[config.mk]
export PLATFORM = sky130hd
export DESIGN_NAME = commit_opnds
export DESIGN_NICKNAME = d
export VERILOG_FILES = /design/src/rtl/commit_opnds.sv
export SDC_FILE = /design/constraint.sdc
export NUM_CORES = 1
export LEC_CHECK = 0
export CORE_AREA = 2 2 227 229
export CTS_CLUSTER_SIZE = 28
export DETAILED_ROUTE_END_ITERATION = 6
export DIE_AREA = 0 0 229 231
export HOLD_SLACK_MARGIN = 0.15
export PLACE_DENSITY_LB_ADDON = 0.1
export SYNTH_ARGS = -nofsm -noshare
export SYNTH_HDL_FRONTEND = slang
export SYNTH_SLANG_ARGS = --single-unit
[constraint.sdc]
create_clock -name clk -period 8.6 [get_ports clk]
set_clock_uncertainty 0.15 [all_clocks]
set_input_delay 2.15 -clock clk [delete_from_list [all_inputs] [get_ports clk]]
set_output_delay 2.15 -clock clk [all_outputs]
set_load 0.05 [all_outputs]
[src/rtl/commit_opnds.sv]
// ============================================================================
// commit_opnds : writeback stage that serialises two decoded destinations into
//                the architectural register file and checks memory hints.
// Revision 1.0
// ============================================================================
`default_nettype none

module commit_opnds (
  input  logic        clk,
  input  logic        rst_n,
  input  logic        in_valid,
  output logic        in_ready,
  input  logic [1:0]  dest0_kind,
  input  logic [1:0]  dest1_kind,
  input  logic [31:0] dest0_sel,
  input  logic [31:0] dest1_sel,
  input  logic [31:0] dest0_val,
  input  logic [31:0] dest1_val,
  input  logic [31:0] dest0_addr,
  input  logic [31:0] dest1_addr,
  input  logic        reg_1byte,
  input  logic        prefix_operand_16bit,
  input  logic        hint1_is_write,
  input  logic        hint2_is_write,
  input  logic [31:0] hint1_address,
  input  logic [31:0] hint2_address,
  input  logic [31:0] hint1_data,
  input  logic [31:0] hint2_data,
  output logic [31:0] eax,
  output logic [31:0] ecx,
  output logic [31:0] edx,
  output logic [31:0] ebx,
  output logic [31:0] esp,
  output logic [31:0] ebp,
  output logic [31:0] esi,
  output logic [31:0] edi,
  output logic        commit_done,
  output logic        err_mem_mismatch,
  output logic        err_hint_unused,
  output logic        err_bad_kind
);

  // Destination kind encodings shared with the decode stage.
  localparam logic [1:0] OPND_DEST_NONE     = 2'b00;
  localparam logic [1:0] OPND_DEST_REG_1HOT = 2'b01;
  localparam logic [1:0] OPND_DEST_MEM_1HOT = 2'b10;
  localparam logic [1:0] OPND_DEST_BAD      = 2'b11;

  typedef enum logic [1:0] {
    S_IDLE = 2'd0,
    S_WR0  = 2'd1,
    S_WR1  = 2'd2,
    S_DONE = 2'd3
  } state_t;

  state_t r_state;
  state_t w_next;

  // Holding registers for the accepted request.
  logic [1:0]  r_kind0, r_kind1;
  logic [2:0]  r_sel0, r_sel1;
  logic [31:0] r_val0, r_val1;
  logic [31:0] r_addr0, r_addr1;
  logic        r_b8, r_b16;
  logic        r_h1_wr, r_h2_wr;
  logic [31:0] r_h1_addr, r_h2_addr;
  logic [31:0] r_h1_data, r_h2_data;
  logic        r_h1_used, r_h2_used;

  logic [31:0] r_regs [8];
  logic        r_commit_done;
  logic        r_err_mm, r_err_hu, r_err_bk;

  logic        w_accept;
  logic        w_applying;
  logic [1:0]  w_cur_kind;
  logic [2:0]  w_cur_sel;
  logic [31:0] w_cur_val;
  logic [31:0] w_cur_addr;
  logic [31:0] w_mask;
  logic        w_h1_hit, w_h2_hit;
  logic        w_is_reg, w_is_mem, w_is_bad;
  logic        w_take1, w_take2, w_miss;
  logic [2:0]  w_reg_idx;
  logic [31:0] w_reg_old;
  logic [31:0] w_reg_new;
  logic        w_hint_left;
  logic        w_unused_sel;

  assign w_unused_sel = ^{dest0_sel[31:3], dest1_sel[31:3]};

  // --------------------------------------------------------------------------
  // Control FSM
  // --------------------------------------------------------------------------
  always_ff @(posedge clk) begin
    if (!rst_n) begin
      r_state <= S_IDLE;
    end else begin
      r_state <= w_next;
    end
  end

  always_comb begin
    w_next = r_state;
    case (r_state)
      S_IDLE:  if (in_valid) w_next = S_WR0;
      S_WR0:   w_next = S_WR1;
      S_WR1:   w_next = S_DONE;
      S_DONE:  w_next = S_IDLE;
      default: w_next = S_IDLE;
    endcase
  end

  assign in_ready = (r_state == S_IDLE);
  assign w_accept = in_ready & in_valid;

  // --------------------------------------------------------------------------
  // Request capture
  // --------------------------------------------------------------------------
  always_ff @(posedge clk) begin
    if (w_accept) begin
      r_kind0   <= dest0_kind;
      r_kind1   <= dest1_kind;
      r_sel0    <= dest0_sel[2:0];
      r_sel1    <= dest1_sel[2:0];
      r_val0    <= dest0_val;
      r_val1    <= dest1_val;
      r_addr0   <= dest0_addr;
      r_addr1   <= dest1_addr;
      r_b8      <= reg_1byte;
      r_b16     <= prefix_operand_16bit;
      r_h1_wr   <= hint1_is_write;
      r_h2_wr   <= hint2_is_write;
      r_h1_addr <= hint1_address;
      r_h2_addr <= hint2_address;
      r_h1_data <= hint1_data;
      r_h2_data <= hint2_data;
    end
  end

  // --------------------------------------------------------------------------
  // Destination being applied this cycle
  // --------------------------------------------------------------------------
  always_comb begin
    w_applying = (r_state == S_WR0) || (r_state == S_WR1);
    w_cur_kind = OPND_DEST_NONE;
    w_cur_sel  = 3'd0;
    w_cur_val  = 32'd0;
    w_cur_addr = 32'd0;
    if (r_state == S_WR0) begin
      w_cur_kind = r_kind0;
      w_cur_sel  = r_sel0;
      w_cur_val  = r_val0;
      w_cur_addr = r_addr0;
    end else if (r_state == S_WR1) begin
      w_cur_kind = r_kind1;
      w_cur_sel  = r_sel1;
      w_cur_val  = r_val1;
      w_cur_addr = r_addr1;
    end
  end

  always_comb begin
    if (r_b8) begin
      w_mask = 32'h0000_00FF;
    end else if (r_b16) begin
      w_mask = 32'h0000_FFFF;
    end else begin
      w_mask = 32'hFFFF_FFFF;
    end
  end

  assign w_is_reg = w_applying && (w_cur_kind == OPND_DEST_REG_1HOT);
  assign w_is_mem = w_applying && (w_cur_kind == OPND_DEST_MEM_1HOT);
  assign w_is_bad = w_applying && (w_cur_kind == OPND_DEST_BAD);

  assign w_h1_hit = r_h1_wr && !r_h1_used && (r_h1_addr == w_cur_addr) &&
                    (((r_h1_data ^ w_cur_val) & w_mask) == 32'd0);
  assign w_h2_hit = r_h2_wr && !r_h2_used && (r_h2_addr == w_cur_addr) &&
                    (((r_h2_data ^ w_cur_val) & w_mask) == 32'd0);

  // The first hint wins when both could satisfy the same destination.
  assign w_take1 = w_is_mem && w_h1_hit;
  assign w_take2 = w_is_mem && !w_h1_hit && w_h2_hit;
  assign w_miss  = w_is_mem && !w_h1_hit && !w_h2_hit;

  // Byte selectors 4-7 alias the high byte of eax..ebx rather than esp..edi.
  assign w_reg_idx = r_b8 ? {1'b0, w_cur_sel[1:0]} : w_cur_sel;
  assign w_reg_old = r_regs[w_reg_idx];

  always_comb begin
    if (r_b8) begin
      if (w_cur_sel[2]) begin
        w_reg_new = {w_reg_old[31:16], w_cur_val[7:0], w_reg_old[7:0]};
      end else begin
        w_reg_new = {w_reg_old[31:8], w_cur_val[7:0]};
      end
    end else if (r_b16) begin
      w_reg_new = {w_reg_old[31:16], w_cur_val[15:0]};
    end else begin
      w_reg_new = w_cur_val;
    end
  end

  assign w_hint_left = (r_h1_wr && !r_h1_used) || (r_h2_wr && !r_h2_used);

  // --------------------------------------------------------------------------
  // Architectural register file
  // --------------------------------------------------------------------------
  always_ff @(posedge clk) begin
    if (!rst_n) begin
      for (int i = 0; i < 8; i++) begin
        r_regs[i] <= 32'd0;
      end
    end else if (w_is_reg) begin
      r_regs[w_reg_idx] <= w_reg_new;
    end
  end

  // --------------------------------------------------------------------------
  // Hint tracking, completion pulse and sticky error flags
  // --------------------------------------------------------------------------
  always_ff @(posedge clk) begin
    if (!rst_n) begin
      r_h1_used     <= 1'b0;
      r_h2_used     <= 1'b0;
      r_commit_done <= 1'b0;
      r_err_mm      <= 1'b0;
      r_err_hu      <= 1'b0;
      r_err_bk      <= 1'b0;
    end else begin
      r_commit_done <= (r_state == S_DONE);
      if (w_accept) begin
        r_h1_used <= 1'b0;
        r_h2_used <= 1'b0;
      end
      if (w_take1) r_h1_used <= 1'b1;
      if (w_take2) r_h2_used <= 1'b1;
      if (w_miss) r_err_mm <= 1'b1;
      if (w_is_bad) r_err_bk <= 1'b1;
      if ((r_state == S_DONE) && w_hint_left) r_err_hu <= 1'b1;
    end
  end

  assign eax = r_regs[0];
  assign ecx = r_regs[1];
  assign edx = r_regs[2];
  assign ebx = r_regs[3];
  assign esp = r_regs[4];
  assign ebp = r_regs[5];
  assign esi = r_regs[6];
  assign edi = r_regs[7];

  assign commit_done      = r_commit_done;
  assign err_mem_mismatch = r_err_mm;
  assign err_hint_unused  = r_err_hu;
  assign err_bad_kind     = r_err_bk;

endmodule

`default_nettype wire

==> results.sh <==
export IMPL_outcome="finished, final reports clean"
export IMPL_powerDensity_nw_per_um2=264
export IMPL_syn_to_final_growth_pct=34.7
export IMPL_ys_seq_area_share_pct=72.3
export IMPL_synth_edff_count=526
export IMPL_r2r_end="r_regs[1][23]"
export IMPL_grt_total_usage_pct=24.7
export IMPL_path_clk_slew_ns=0.06
export IMPL_routed_wl_um=67100
export IMPL_drv_slew=0
export IMPL_worstPathMaxFanout=77
export IMPL_drtPass1Iterations=5
export IMPL_final_core_util_pct=58.7
export IMPL_synth_seq_cells=534
export IMPL_path_class="register to register"
export IMPL_numPortBuffers=533
export IMPL_grt_use_met2_pct=42.9
export IMPL_r2r_setup_slack_ns=3.74
export IMPL_cts_root_buf="clkbuf_16"
export IMPL_gp_congestion=0.937
export IMPL_layout_nets=2473
export IMPL_synth_distinct_cells=65
export IMPL_fmax_mhz=206
export IMPL_numCtsBuffers=55
export IMPL_routedWlPerCell_um=23.4
export IMPL_cts_hold_buf=0
export IMPL_ant_nets=0
export IMPL_hold_violations=0
export IMPL_worst_ir_drop_vdd_uv=171
export IMPL_post_cts_buffers=0
export IMPL_num_io_pins=592
export IMPL_drtIter0Drc=1372
export IMPL_fin_crit_sh_pct=56.5
export IMPL_synth_flop_cell="edfxtp_1"
export IMPL_coreArea_um2=50700
export IMPL_worst_pin_slew_ns=1.16
export IMPL_p_leak_nw=9.94
export IMPL_start_util_pct=43.6
export IMPL_route_detailed_drc=0
export IMPL_hold_depth=2
export IMPL_worstPathArrival_ns=4.94
export IMPL_crit_path_end="r_regs[1][23]"
export IMPL_synth_cells=1614
export IMPL_postSynthNetCount=1950
export IMPL_crit_path_end_kind="register"
export IMPL_finalSetupViolations=0
export IMPL_rows=83
export IMPL_cts_tree="yes"
export IMPL_dp_final_hpwl_um=51100
export IMPL_synthArstFlopShare_pct=0
export IMPL_fin_crit_ns=4.86
export IMPL_cp_startpoint="r_state[1]"
export IMPL_clock_latency_ns=0.60
export IMPL_grt_pass1_wl_um=96200
export IMPL_clock_sinks=534
export IMPL_met3_usage_pct=4.51
export IMPL_grt_pass1_vias=14900
export IMPL_rsz0062_at_grt="false"
export IMPL_holdCritPathClass="register to register"
export IMPL_gr_total_overflow=0
export IMPL_postSynthAreaPerCell_um2=13.7
export IMPL_slew_headroom_pct=20.6
export IMPL_syn_area_um2=22100
export IMPL_clk_path_buf_depth=3
export IMPL_viasPerCell=5.33
export IMPL_drv_cap=0
export IMPL_rr_worst_depth=9
export IMPL_tns_ns=0
export IMPL_yosysWarnings=0
export IMPL_met1_usage_pct=32.0
export IMPL_dieWidth_um=229
export IMPL_r2r_start="r_state[1]"
export IMPL_layout_drive_gt1_share_pct=5.92
export IMPL_h_tree_depth=2
export IMPL_grt_max_degree=184
export IMPL_die_h_um=231
export IMPL_dieArea_um2=52900
export IMPL_antenna_found_initial=5
export IMPL_grt_most_used_layer="met2"
export IMPL_vias=15300
export IMPL_cp_data_required_time_ns=8.68
export IMPL_ctsResizeCount=0
export IMPL_start_kind="register"
-- sequential cells by signal, indices dropped and copies added, names as in the netlist, 2 cells and up --
signal / count
r_h1_data: 32
r_regs: 256
r_kind0: 2
r_sel0: 3
r_h2_data: 32
r_val1: 32
r_val0: 32
r_addr1: 32
r_addr0: 32
r_sel1: 3
r_h1_addr: 32
r_kind1: 2
r_state: 2
r_h2_addr: 32
-- area by class of cell --
class                   count  area, um2
clock buffers              64       1430
inverters                  32        128
clock inverters            36        325
repair buffers            541       5410
multi-input cells         973       5620
fillers                  4161      21000
diodes                      3       7.51
flip-flops and latches    534      16000
well taps                 680        851
-- kinds of logic after synthesis --
group / count (synthesis) / synth area share, %
adders and majority gates: 5 / 0.283
and+or+nand+nor: 582 / 11.8
xor gates and xnor gates: 137 / 5.44
buffers and inverters: 107 / 2.48
DFF: 534 / 72.3
AOI/OAI and AO/OA: 248 / 7.69
muxes: 1 / 0.0453
-- report_power, final --
part / switching, mW / total [mW] / internal (mW)
registers: 0.275 / 3.57 / 3.30
clock network: 0.979 / 2.32 / 1.34
logic: 1.30 / 1.94 / 0.639
total: 2.56 / 7.83 / 5.28
-- metal layers --
layer	share of wire, %	wire (um)
met1	40	27100
met2	51	33900
met3	6.8	4550
met4	2.3	1510
met5	0.034	23
-- worst min-delay path by stage --
stage                 start           end
3_5_place_dp      r_h1_used     r_h1_used
6_report          r_h1_used     r_h1_used
2_1_floorplan     r_h1_used     r_h1_used
3_3_place_gp   err_bad_kind  err_bad_kind
4_1_cts           r_h1_used     r_h1_used
5_1_grt           r_h1_used     r_h1_used
-- Yosys cell counts (all sizes together), types with 10 or more instances --
| cell | count | area (um2) |
|---|---|---|
| nor4 | 18 | 113 |
| a21oi | 22 | 129 |
| nand2 | 136 | 515 |
| nand3b | 16 | 120 |
| nor2 | 298 | 1130 |
| edfxtp | 526 | 15800 |
| nand4 | 11 | 68.8 |
| o21ai | 89 | 445 |
| clkbuf | 21 | 78.8 |
| o21a | 10 | 75.1 |
| xor2 | 63 | 552 |
| nand2b | 19 | 119 |
| a221oi | 10 | 87.6 |
| a31oi | 16 | 113 |
| xnor2 | 74 | 648 |
| buf | 54 | 349 |
| and2 | 12 | 75.1 |
| o22ai | 18 | 113 |
| nand3 | 26 | 135 |
| inv | 32 | 120 |
| a22oi | 30 | 245 |
-- through the flow --
step	power, mW	std cells	instance area [um2]	hold slack, ns	worst slack [ns]
floorplan	4.91	1614	22100	0.280	0.388
global placement	5.54	2760	28000	0.299	3.43
detailed placement	5.57	2760	28000	0.303	3.43
CTS	7.88	2860	29700	0.312	3.63
global route	8.16	2862	29700	0.340	3.35
finish	7.83	2863	29700	0.305	3.74
-- worst max-delay path, stage by stage (launching register included) --
cell and delay (ns):
dfxtp_1 0.36, inv_1 0.15, ha_4 0.71, inv_2 0.52
and3_1 0.31, a21oi_2 0.46, nor2_1 0.15, nor3_1 0.48
nand2_1 0.50, nand2_1 0.68
-- cell usage in the layout (no fill, tap or decap), types with 17 or more instances in the layout --
cell type / n
a21oi_1: 17
o21ai_0: 79
nand2_1: 134
nand2b_1: 19
xor2_1: 63
clkdlybuf4s50_1: 533
clkbuf_16: 56
edfxtp_1: 526
nor4_1: 18
o22ai_1: 18
nand3_1: 25
nor2_1: 297
a22oi_1: 26
xnor2_1: 74
inv_1: 30
Note: power is estimated with default switching activity, not from simulation.
